File: src/rtl/waves_nios_oci_pkg.sv
// Shared constants and types for the Nios II OCI direct-call-trace packer.
// Latency: n/a (package only).
// Backpressure: n/a (package only).
package waves_nios_oci_pkg;

    // ITM frame type nibble
    localparam logic [3:0] ITM_T_DCT  = 4'h1;
    localparam logic [3:0] ITM_T_ADDR = 4'h2;

    // Branch-outcome codes; RSVD is dropped on input and never counted
    localparam logic [1:0] DCT_RSVD      = 2'b00;
    localparam logic [1:0] DCT_TAKEN     = 2'b01;
    localparam logic [1:0] DCT_NOT_TAKEN = 2'b10;
    localparam logic [1:0] DCT_CALL      = 2'b11;

    // COLLECT: codes/flushes accepted; HOLD_ADDR: address frame waits in addr_q
    typedef enum logic {
        COLLECT   = 1'b0,
        HOLD_ADDR = 1'b1
    } dct_state_e;

endpackage

File: src/rtl/waves_nios_nios2_qsys_0_oci_dct_packer.sv
// Packs 2-bit branch-outcome codes into 30-bit DCT frames, plus address frames on flush.
// Latency: 1 cycle from accept edge to itm_valid; address frame follows a partial DCT frame.
// Backpressure: itm held while itm_valid & !itm_ready; in_ready drops until the output slot frees.
// Optional: WAVES_NIOS_OCI_DCT_FRAME_CNT_EN adds a saturating 16-bit consumed-frame counter.
module waves_nios_nios2_qsys_0_oci_dct_packer
    import waves_nios_oci_pkg::*;
#(
    parameter int DCT_CODES = 15,
    parameter int ITM_W     = 38
) (
    input  logic                   clk,
    input  logic                   jrst_n,
    input  logic                   trc_on,
    input  logic                   dct_valid,
    input  logic [1:0]             dct_code,
    input  logic                   flush_valid,
    input  logic [31:0]            flush_addr,
    output logic                   in_ready,
    output logic [2*DCT_CODES-1:0] dct_buffer,
    output logic [3:0]             dct_count,
    output logic [ITM_W-1:0]       itm,
    output logic                   itm_valid,
    input  logic                   itm_ready
`ifdef WAVES_NIOS_OCI_DCT_FRAME_CNT_EN
    ,
    output logic [15:0]            frame_cnt
`endif
);

    localparam int         BUF_W    = 2 * DCT_CODES;
    localparam logic [3:0] FULL_CNT = 4'(DCT_CODES);

    dct_state_e       state_q, state_n;
    logic [31:0]      addr_q, addr_n;
    logic [BUF_W-1:0] buf_n;
    logic [3:0]       cnt_n;
    logic [ITM_W-1:0] itm_n;
    logic             itm_valid_n;

    logic             out_free;
    logic             code_acc;
    logic             flush_acc;
    logic [BUF_W-1:0] app_buf;
    logic [3:0]       app_cnt;

    // Output slot is free when empty or being drained this cycle
    assign out_free  = !itm_valid || itm_ready;
    assign in_ready  = trc_on && (state_q == COLLECT) && out_free;
    assign code_acc  = dct_valid && in_ready && (dct_code != DCT_RSVD);
    assign flush_acc = flush_valid && in_ready;

    // Buffer/count as they stand after appending any code accepted this cycle
    assign app_buf = code_acc ? {dct_buffer[BUF_W-3:0], dct_code} : dct_buffer;
    assign app_cnt = code_acc ? (dct_count + 4'd1) : dct_count;

    // Next-state, buffer and frame-register selection
    always_comb begin
        state_n     = state_q;
        addr_n      = addr_q;
        buf_n       = dct_buffer;
        cnt_n       = dct_count;
        itm_n       = itm;
        itm_valid_n = itm_valid && !itm_ready;

        unique case (state_q)
            COLLECT: begin
                if (flush_acc) begin
                    if (app_cnt == 4'd0) begin
                        // Nothing buffered: the address frame goes straight out
                        itm_n       = ITM_W'({ITM_T_ADDR, 2'b00, flush_addr});
                        itm_valid_n = 1'b1;
                    end else begin
                        // Partial buffer goes first; address waits for the slot
                        itm_n       = ITM_W'({ITM_T_DCT, app_cnt, app_buf});
                        itm_valid_n = 1'b1;
                        buf_n       = '0;
                        cnt_n       = 4'd0;
                        addr_n      = flush_addr;
                        state_n     = HOLD_ADDR;
                    end
                end else if (code_acc) begin
                    if (app_cnt == FULL_CNT) begin
                        // Full buffer ships and clears on the same edge, no bubble
                        itm_n       = ITM_W'({ITM_T_DCT, app_cnt, app_buf});
                        itm_valid_n = 1'b1;
                        buf_n       = '0;
                        cnt_n       = 4'd0;
                    end else begin
                        buf_n = app_buf;
                        cnt_n = app_cnt;
                    end
                end
            end
            HOLD_ADDR: begin
                if (out_free) begin
                    itm_n       = ITM_W'({ITM_T_ADDR, 2'b00, addr_q});
                    itm_valid_n = 1'b1;
                    state_n     = COLLECT;
                end
            end
            default: begin
                state_n = COLLECT;
            end
        endcase
    end

    // State, buffer and frame registers; reset discards everything in flight
    always_ff @(posedge clk or negedge jrst_n) begin
        if (!jrst_n) begin
            state_q    <= COLLECT;
            addr_q     <= 32'd0;
            dct_buffer <= '0;
            dct_count  <= 4'd0;
            itm        <= '0;
            itm_valid  <= 1'b0;
        end else begin
            state_q    <= state_n;
            addr_q     <= addr_n;
            dct_buffer <= buf_n;
            dct_count  <= cnt_n;
            itm        <= itm_n;
            itm_valid  <= itm_valid_n;
        end
    end

`ifdef WAVES_NIOS_OCI_DCT_FRAME_CNT_EN
    // Count consumed frames, sticking at all-ones
    always_ff @(posedge clk or negedge jrst_n) begin
        if (!jrst_n) begin
            frame_cnt <= 16'd0;
        end else if (itm_valid && itm_ready && (frame_cnt != 16'hFFFF)) begin
            frame_cnt <= frame_cnt + 16'd1;
        end
    end
`endif

endmodule

File: config.mk
export PLATFORM = sky130hd
export DESIGN_NAME = waves_nios_nios2_qsys_0_oci_dct_packer
export DESIGN_NICKNAME = d
export VERILOG_FILES = /design/src/rtl/waves_nios_oci_pkg.sv /design/src/rtl/waves_nios_nios2_qsys_0_oci_dct_packer.sv
export SDC_FILE = /design/constraint.sdc
export NUM_CORES = 1
export LEC_CHECK = 0
export BUFFER_PORTS_ARGS = -buffer_cell sky130_fd_sc_hd__buf_2
export CAP_MARGIN = 20
export CORE_MARGIN = 4
export CORE_UTILIZATION = 40
export CTS_CLUSTER_DIAMETER = 200
export DETAILED_ROUTE_END_ITERATION = 6
export MAX_ROUTING_LAYER = met4
export PLACE_DENSITY = 0.58
export SYNTH_ARGS = -nofsm -noshare
export SYNTH_HDL_FRONTEND = slang
export SYNTH_SLANG_ARGS = --single-unit
File: constraint.sdc
create_clock -name clk -period 3 [get_ports clk]
set_input_delay 0.6 -clock clk [delete_from_list [all_inputs] [get_ports clk]]
set_output_delay 0.6 -clock clk [all_outputs]
set_load 0.01 [all_outputs]
==> flow_results.org, run 1 <==
** Status
- The flow ran to the end, and the final reports show no timing, DRC or antenna violations.

** Clocking
- Buffer count from post-CTS setup fixing :: 0
- The number of hold buffers added after CTS was 0.
- # clock sinks :: around 100
- Depth of the CTS H-tree :: 3
- At the later pin of the worst-skew pair, clock insertion delay measures around 0.35 ns.
- Clk Tree Root Cell :: sky130_fd_sc_hd__clkbuf_16
- Buffer levels on the longest clock path :: 2
- Clock slew at reported path FFs :: around 0.07 ns
- TritonCTS built the clock tree.
- Number of CTS-inserted buffers :: 9
- Post-CTS sizing :: 0

** Timing
- In the finished design, the share of the clock period the worst path needs comes to 0.9316.
- Setup repair after global routing left no endpoint under its margin.
- For the pin with the worst max-slew slack, the measured transition is 0.7060 ns.
- Worst clock skew :: 0.009660 ns
- The count of final hold-check violations is 0.
- The max-slew violation count was 0.
- Setup violations remaining at the end of the flow were counted as 0.
- Clock period minus worst slack :: 2.795 ns
- Based on the critical path, the design can be clocked at up to 357.8 MHz.
- Summed over all failing endpoints, the final setup total negative slack is 0 ns.
- Tightest slew margin relative to the limit :: 0.5293

** Critical path
- Destination of the worst register-to-register timing path :: itm[4]
- Arrival time of the worst setup path :: 3.08 ns
- Element type at the critical path end :: flop
- The worst register-to-register path begins at dct_count[0].
- The worst setup path is of the reg -> reg kind.
- In this run the worst path has a maximum fanout of 30.
- Number of cells traversed by the worst register-to-register path :: 6
- In this run the worst setup path terminates at itm[4].
- Setup slack on the worst flop-to-flop path :: 0.21 ns
- Required time worst endpoint :: 3.29 ns
- Startpoint class of the critical path :: flop
- The most critical setup path has its startpoint at dct_count[0].

** GRT
- The number of antenna violations at the first check in global routing came to 0.
- First-pass GRT wire length :: 22570 µm
- The total overflow left after global routing is 0.
- Most Crowded Layer GR :: met2
- In the global route stage, met2 resource usage came out at 0.2883.
- Entering global routing, the biggest net connects 54 pins.
- Met3 capacity usage during global routing :: 0.03980
- Overall global routing resource usage :: 0.1987
- Fraction of met1 tracks used by global routing :: 0.2840
- The number of global-route vias before repair is 4174.

** Die
- In this run the count of I/O pins placed on the die edge is 114.
- From left edge to right edge, the die measures 122.9 µm.
- Measured along the y axis, the die boundary spans ~120 µm.
- The floorplan has 41 rows.
- Core Box Area :: 12770 µm²
- Die Footprint :: 15110 µm²
- For this configuration, the core starts out at a cell density of 0.4136.

** Logic synthesis
- Synthesis produced a netlist whose cell count is 453.
- The Yosys step of the flow raised 0 warnings.
- Post-Syn Area :: roughly 5300 µm²
- The synthesized netlist contains 55 unique library cells.
- Of the post-synthesis cell area, the dominant cell type holds 0.4927.
- The biggest area contributor in the post-synthesis netlist is sky130_fd_sc_hd__dfrtp_1.
- Mean instance size in the synthesized netlist :: about 12 µm²
- Number of enable flip-flop cells after synthesis :: 0
- Register area share after synthesis :: 0.4927
- By area the synthesized netlist is led by sky130_fd_sc_hd__dfrtp_1 (49%), sky130_fd_sc_hd__a32o_1 (5.7%), sky130_fd_sc_hd__mux2i_1 (5.5%).
- Number of synthesized register bits :: 104
- The most used flip-flop cell after synthesis is sky130_fd_sc_hd__dfrtp_1.
- For this run, asynchronously set or reset flops after synthesis account for 1.000.

** Final layout
- Of the cells placed in the final design, the portion with a size suffix greater than 1 is 0.3279.
- Post-Layout Inst Area :: 6350 µm²
- Growth of design area from synthesis to finish :: 20.20%
- The final layout contains 588 nets.
- Filler cell count in the final layout :: between 1000 and 1500
- Leading cell types in the layout, fill and taps excluded :: sky130_fd_sc_hd__buf_2 (110), sky130_fd_sc_hd__dfrtp_1 (104), sky130_fd_sc_hd__nand2b_1 (31)
- Leaving out fill and tap cells, the most frequent cell in the layout is sky130_fd_sc_hd__buf_2.
- Number of diodes added for antenna fixing :: 0

** Route
- Per-cell via count in the routed design :: 5.717
- After detailed routing, the number of remaining DRC violations is 0.
- The detail route stage leaves a number of antenna-violating nets equal to 0.
- The routed layout has 4139 vias.
- 1st-iter DRT viols :: 298
- After detailed routing, the average wire length per cell comes to roughly 19 µm.
- The final layout contains routed wiring with a total length of ~14000 µm.
- Number of iterations in the first detailed-routing pass :: 4

** Placement
- At the end of routability-driven placement, the weighted congestion stood at slightly below 0.9.
- DPL Wire Length :: 9528 µm
- Count of input and output buffers :: about 110
- Placed cell areas :: 6006 µm²

** Power and ir drop
- Summed over all cells, the static leakage comes to 0.002978 µW.
- Overall Power :: 5268 µW
- Maximum vdd ir drop :: 0.3165 mV
- Pwr dens :: 829.6 nW/µm²

** Flow run
- Max-cap violations :: 0

** Worst hold path
- The worst hold path belongs to the class in -> async.
where the power goes:
part           internal, µW  switching [µW]
clock network           819             542
logic                   833             860
registers              1890             324
worst max-delay path: stages, from the launching register on:
cell	delay [ns]
sky130_fd_sc_hd__dfrtp_1	0.54
sky130_fd_sc_hd__ha_1	0.38
sky130_fd_sc_hd__or4bb_1	0.51
sky130_fd_sc_hd__a31o_2	0.31
sky130_fd_sc_hd__or3_4	0.52
sky130_fd_sc_hd__a31oi_1	0.27
sky130_fd_sc_hd__a32o_1	0.20
sequential cells by signal, summed over array words and instances, names as in the netlist:
register and flops:
addr_q 32, dct_buffer 30, dct_count 4, itm 36
itm_valid 1, state_q 1
per-layer routing:
layer | wire length (µm) | part of all wire
met2 | 6396 | 0.46
met3 | 744 | 0.053
met5 | 0 | 0
met1 | 6713 | 0.48
met4 | 181 | 0.013
cell usage after synthesis (2+ instances only):
master,count
sky130_fd_sc_hd__mux2_1,8
sky130_fd_sc_hd__o211a_1,2
sky130_fd_sc_hd__nand2b_1,31
sky130_fd_sc_hd__mux2_2,24
sky130_fd_sc_hd__and3_1,3
sky130_fd_sc_hd__o21ai_0,3
sky130_fd_sc_hd__mux2i_1,29
sky130_fd_sc_hd__nand4_1,5
sky130_fd_sc_hd__o221ai_1,3
sky130_fd_sc_hd__buf_1,3
sky130_fd_sc_hd__buf_6,6
sky130_fd_sc_hd__o21ai_1,3
sky130_fd_sc_hd__nand3_1,2
sky130_fd_sc_hd__clkbuf_1,18
sky130_fd_sc_hd__o211ai_1,3
sky130_fd_sc_hd__a211oi_1,2
sky130_fd_sc_hd__nor3b_1,3
sky130_fd_sc_hd__a22o_1,29
sky130_fd_sc_hd__o21a_1,2
sky130_fd_sc_hd__nor2_1,2
sky130_fd_sc_hd__a32o_1,30
sky130_fd_sc_hd__buf_4,4
sky130_fd_sc_hd__dfrtp_1,104
sky130_fd_sc_hd__a21oi_1,6
sky130_fd_sc_hd__o21bai_1,30
sky130_fd_sc_hd__inv_1,4
sky130_fd_sc_hd__buf_2,17
sky130_fd_sc_hd__xnor2_1,2
sky130_fd_sc_hd__nor4_1,2
sky130_fd_sc_hd__or3_1,3
sky130_fd_sc_hd__nand2_1,15
sky130_fd_sc_hd__nor3_1,2
sky130_fd_sc_hd__a31oi_1,31
how the worst min path moves through the flow:
stage | from | end | slack [ns] | depth (start not counted)
2_1_floorplan | jrst_n | addr_q[0] | 0.30 | 0
3_3_place_gp | itm[34] | itm[34] | 0.46 | 2
3_5_place_dp | addr_q[15] | addr_q[15] | 0.47 | 1
4_1_cts | jrst_n | dct_buffer[29] | 0.32 | 1
5_1_grt | jrst_n | itm[29] | 0.34 | 1
6_report | jrst_n | itm[29] | 0.29 | 1
kinds of logic (layout without fill, tap and decap cells):
family	count (synthesis)	after routing	synth area share
AO/OA/AOI/OAI	152	152	0.2309
XOR/XNOR	2	2	0.003317
adder cells (fa/ha/maj)	1	1	0.002368
buffers and inverters	52	150	0.05234
flip-flops	104	104	0.4927
multiplexers	61	61	0.1232
other	1	2	0.0007099
AND/OR/NAND/NOR	80	80	0.09451
per-stage QoR:
stage / instances / setup WS, ns / utilization / hold WS [ns]
6_report: 724 / 0.2053 / 0.4971 / 0.2853
5_1_grt: 724 / 0.007044 / 0.4971 / 0.3378
4_1_cts: 724 / 0.2045 / 0.4971 / 0.3196
3_5_place_dp: 708 / 0.2236 / 0.4702 / 0.4743
3_3_place_gp: 708 / 0.2844 / 0.4702 / 0.4592
2_1_floorplan: 454 / 0.6410 / - / 0.3044
cell type report:
type	instances	area (µm²)	area share
well taps	172	215.2	0.03389
clock inverters	7	118.9	0.01872
multi-input cells	298	2435	0.3834
flip-flops and latches	104	2603	0.4099
clock buffers	9	225.2	0.03547
inverters	4	15.01	0.002365
repair buffers	130	738.2	0.1163
(Power assumes the default switching activity.)
==> run 2: changes to the inputs <==
==> constraint.sdc (replaced) <==
create_clock -name clk -period 3.2 [get_ports clk]
set_input_delay 0.64 -clock clk [delete_from_list [all_inputs] [get_ports clk]]
set_output_delay 0.64 -clock clk [all_outputs]
set_load 0.01 [all_outputs]
==> flow_results.org, run 2 (synthesized netlist as in run 1, its figures left out) <==
** GRT
- Overall global routing resource usage :: 0.2019 (+0.003143)
- Number of global-route vias before repair :: 4231 (+1.4%)
- Pin count of the biggest net entering global routing :: 60 (+11%)
- First-pass GRT wire length :: 22710 µm (+0.61%)
- The number of antenna violations at the first check in global routing is 0 (unchanged).
- The remaining global-route overflow is 0 (unchanged).

** Route
- The number of iterations in the first detailed-routing pass is 4 (unchanged).
- The total length of routed wires is 14220 µm (+1.3%).
- The remaining design rule violation count is 0 (unchanged).
- The ratio of routed vias to standard cells is 5.662 (-0.97%).
- The post-detailed-route count of antenna-violating nets is 0 (unchanged).
- 1st-iter DRT viols :: 294 (-1.3%)
- The vias after detailed routing was 4082 (-1.4%).
- The routed length per instance is 19.72 µm (+1.7%).

** Critical path
- Critical Setup Path Class :: reg -> reg
- The worst setup path is launched from a flop.
- The arrival time of the worst setup path is 3.10 ns (+0.02 ns).
- Required time worst endpoint :: 3.49 ns (+0.20 ns)
- The worst setup path is captured at a flop.
- The biggest fanout along the worst timing path is 30 (unchanged).
- Worst path slowest cell :: sky130_fd_sc_hd__dfrtp_1
- The critical path goes through ha_1 -> or4bb_1 -> a31o_2 -> or3_4 -> a31oi_1 -> a32o_1.
- The worst stage delay on the critical path was 0.55 ns (about the same).

** Timing
- The shortest period the worst path allows came to 2.815 ns (+0.02035 ns).
- The share of the cycle needed by the critical path after routing is 0.8797 (-0.05186).
- The maximum frequency from static timing analysis came to 355.2 MHz (-0.72%).
- The worst slew slack as a fraction of its limit is 0.4820 (-0.04733).
- The setup-violating endpoint count in the final report came to 0 (unchanged).
- The final setup skew was 0.006434 ns (-0.003226 ns).
- RSZ-0062 raised after global routing :: no
- The total negative slack was 0 ns (unchanged).
- The max-slew violation count came to 0 (unchanged).
- The worst setup slack after layout came to 0.3849 ns (+0.1796 ns).
- The count of final hold-check violations is 0 (unchanged).
- Slew of the pin with the lowest slew margin :: 0.7770 ns (+0.07099 ns)

** Power and ir drop
- Maximum vdd ir drop :: 0.3611 mV (+14%)
- Pleak :: 0.002931 µW (-1.6%)
- Power share of the sequential group :: 0.440 (+0.020)
- The combinational fraction of design power is 0.338 (+0.017).
- The power spent charging and discharging nets came to 1593 µW (-7.7%).
- The internal power was 3124 µW (-12%).
- Clock share of power :: 0.222 (-0.036)
- The switching part of the total power is 0.3378 (+0.01020).
- The power density relative to cell area is 752.8 nW/µm² (-9.3%).

** Clocking
- The post-cts hold buffer count came to 0 (unchanged).
- Buffer count from post-CTS setup fixing :: 0 (unchanged)
- The number of buffers created by CTS is 9 (unchanged).
- Buffer levels on the longest clock path :: 2 (unchanged)
- # clock sinks :: 104 (unchanged)
- Post-CTS sizing :: 0 (unchanged)
- TritonCTS built the clock tree.
- The cell sitting at the root of the clock tree is a sky130_fd_sc_hd__clkbuf_16.
- Depth of the CTS H-tree :: 3 (unchanged)
- Latest clock arrival within the worst-skew pair :: 0.35 ns (about the same)
- Clock slew at reported path FFs :: 0.07 ns (about the same)

** Placement
- Routability Congestion :: 0.8580 (-1.0%)
- DPL Wire Length :: 9522 µm (about the same)
- The minimum setup slack after placement was 0.4107 ns (+0.1871 ns).
- The count of input and output buffers came to 111 (unchanged).

** Flow run
- The max-cap check violation count was 0 (unchanged).

** Die
- DIE WIDTH :: 122.9 µm (unchanged)
- Initial cell density of the core :: 0.4136 (unchanged)
- The number of primary I/O pins was 114 (unchanged).
- Core Box Area :: 12770 µm² (unchanged)
- Die Footprint :: 15110 µm² (unchanged)
- # rows :: 41 (unchanged)
- The die outline height came to 122.9 µm (unchanged).

** Final layout
- Largest register FFs :: 36 (unchanged)
- Leading cell types in the layout, fill and taps excluded :: sky130_fd_sc_hd__buf_2 (110), sky130_fd_sc_hd__dfrtp_1 (104), sky130_fd_sc_hd__nand2b_1 (31)
- Counting flops per register, the top entry is itm.
- The fraction of final layout cells with drive strength greater than 1 came to 0.3206 (-0.007316).
- Growth of design area from synthesis to finish :: 18.62%
- Largest registers in the final layout :: itm: 36 flops, addr_q: 32 flops, dct_buffer: 30 flops
- The net total in the final layout is 586 (-0.34%).
- Leading cell type in the layout, fill and taps excluded :: sky130_fd_sc_hd__buf_2
- The number of antenna repair diodes was 0 (unchanged).

** Status
- Outcome :: finished, final reports clean

** Worst hold path
- Min-delay worst type :: in -> async
run 2: changes by cell type in the layout (fill, tap and decap cells not counted):
cell | before | now
sky130_fd_sc_hd__bufinv_16 | 3 | 0
sky130_fd_sc_hd__buf_4 | 17 | 15
sky130_fd_sc_hd__clkbuf_1 | 0 | 2
sky130_fd_sc_hd__clkbuf_8 | 0 | 2
sky130_fd_sc_hd__clkinv_2 | 2 | 0
sky130_fd_sc_hd__clkinvlp_4 | 1 | 2
sky130_fd_sc_hd__inv_8 | 1 | 0
run 2: final timing paths:
check,from,to,slack [ns],depth (start not counted)
setup reg to reg,dct_count[0],itm[23],0.38,6
hold / removal,jrst_n,itm[29],0.35,1
setup / recovery,dct_count[0],itm[23],0.38,6
hold reg to reg,addr_q[15],addr_q[15],0.48,1
max in group asynchronous,jrst_n,addr_q[15],2.10,2
min in group clk,addr_q[15],addr_q[15],0.48,1
run 2: power by group through the flow:
stage / sequential, µW / combinational, µW / clock, µW
global placement: 2080 / 1590 / 0
CTS: 2080 / 1620 / 1080
detailed placement: 2100 / 1620 / 0
finish: 2070 / 1600 / 1050
global route: 2140 / 1760 / 1130
floorplan: 2130 / 960 / 0
run 2: layer usage:
| metal | up-vias | wire, µm | GRT usage |
|---|---|---|---|
| li1 | 1909 | - | - |
| met1 | 2051 | 6465 | 0.2656 |
| met2 | 106 | 6735 | 0.3116 |
| met3 | 16 | 797 | 0.05306 |
| met4 | 0 | 222 | 0.05388 |
| met5 | - | 0 | - |
run 2: area by class of cell:
cell class,count,area [µm²]
clock buffers,13,260.3
clock inverters,2,15.01
fillers,1187,6507
inverters,4,15.01
multi-input cells,298,2435
flip-flops and latches,104,2603
well taps,172,215.2
repair buffers,128,723.2
run 2: stage by stage:
step	hold WS [ns]	utilization	power, µW	instances	cell area, µm²
floorplan	0.3444	-	3093	454	5286
global placement	0.4623	0.4690	3666	706	5991
detailed placement	0.4720	0.4690	3721	706	5991
CTS	0.3863	0.4905	4778	721	6266
global route	0.4144	0.4905	5024	721	6266
finish	0.3531	0.4905	4717	721	6266
run 2: worst max-delay path: cells and delay by family (launching register included):
family / cells / cell delay [ns]
simple gates: 2 / 1.02
fa+ha+maj: 1 / 0.38
compound gates: 3 / 0.80
flops: 1 / 0.55
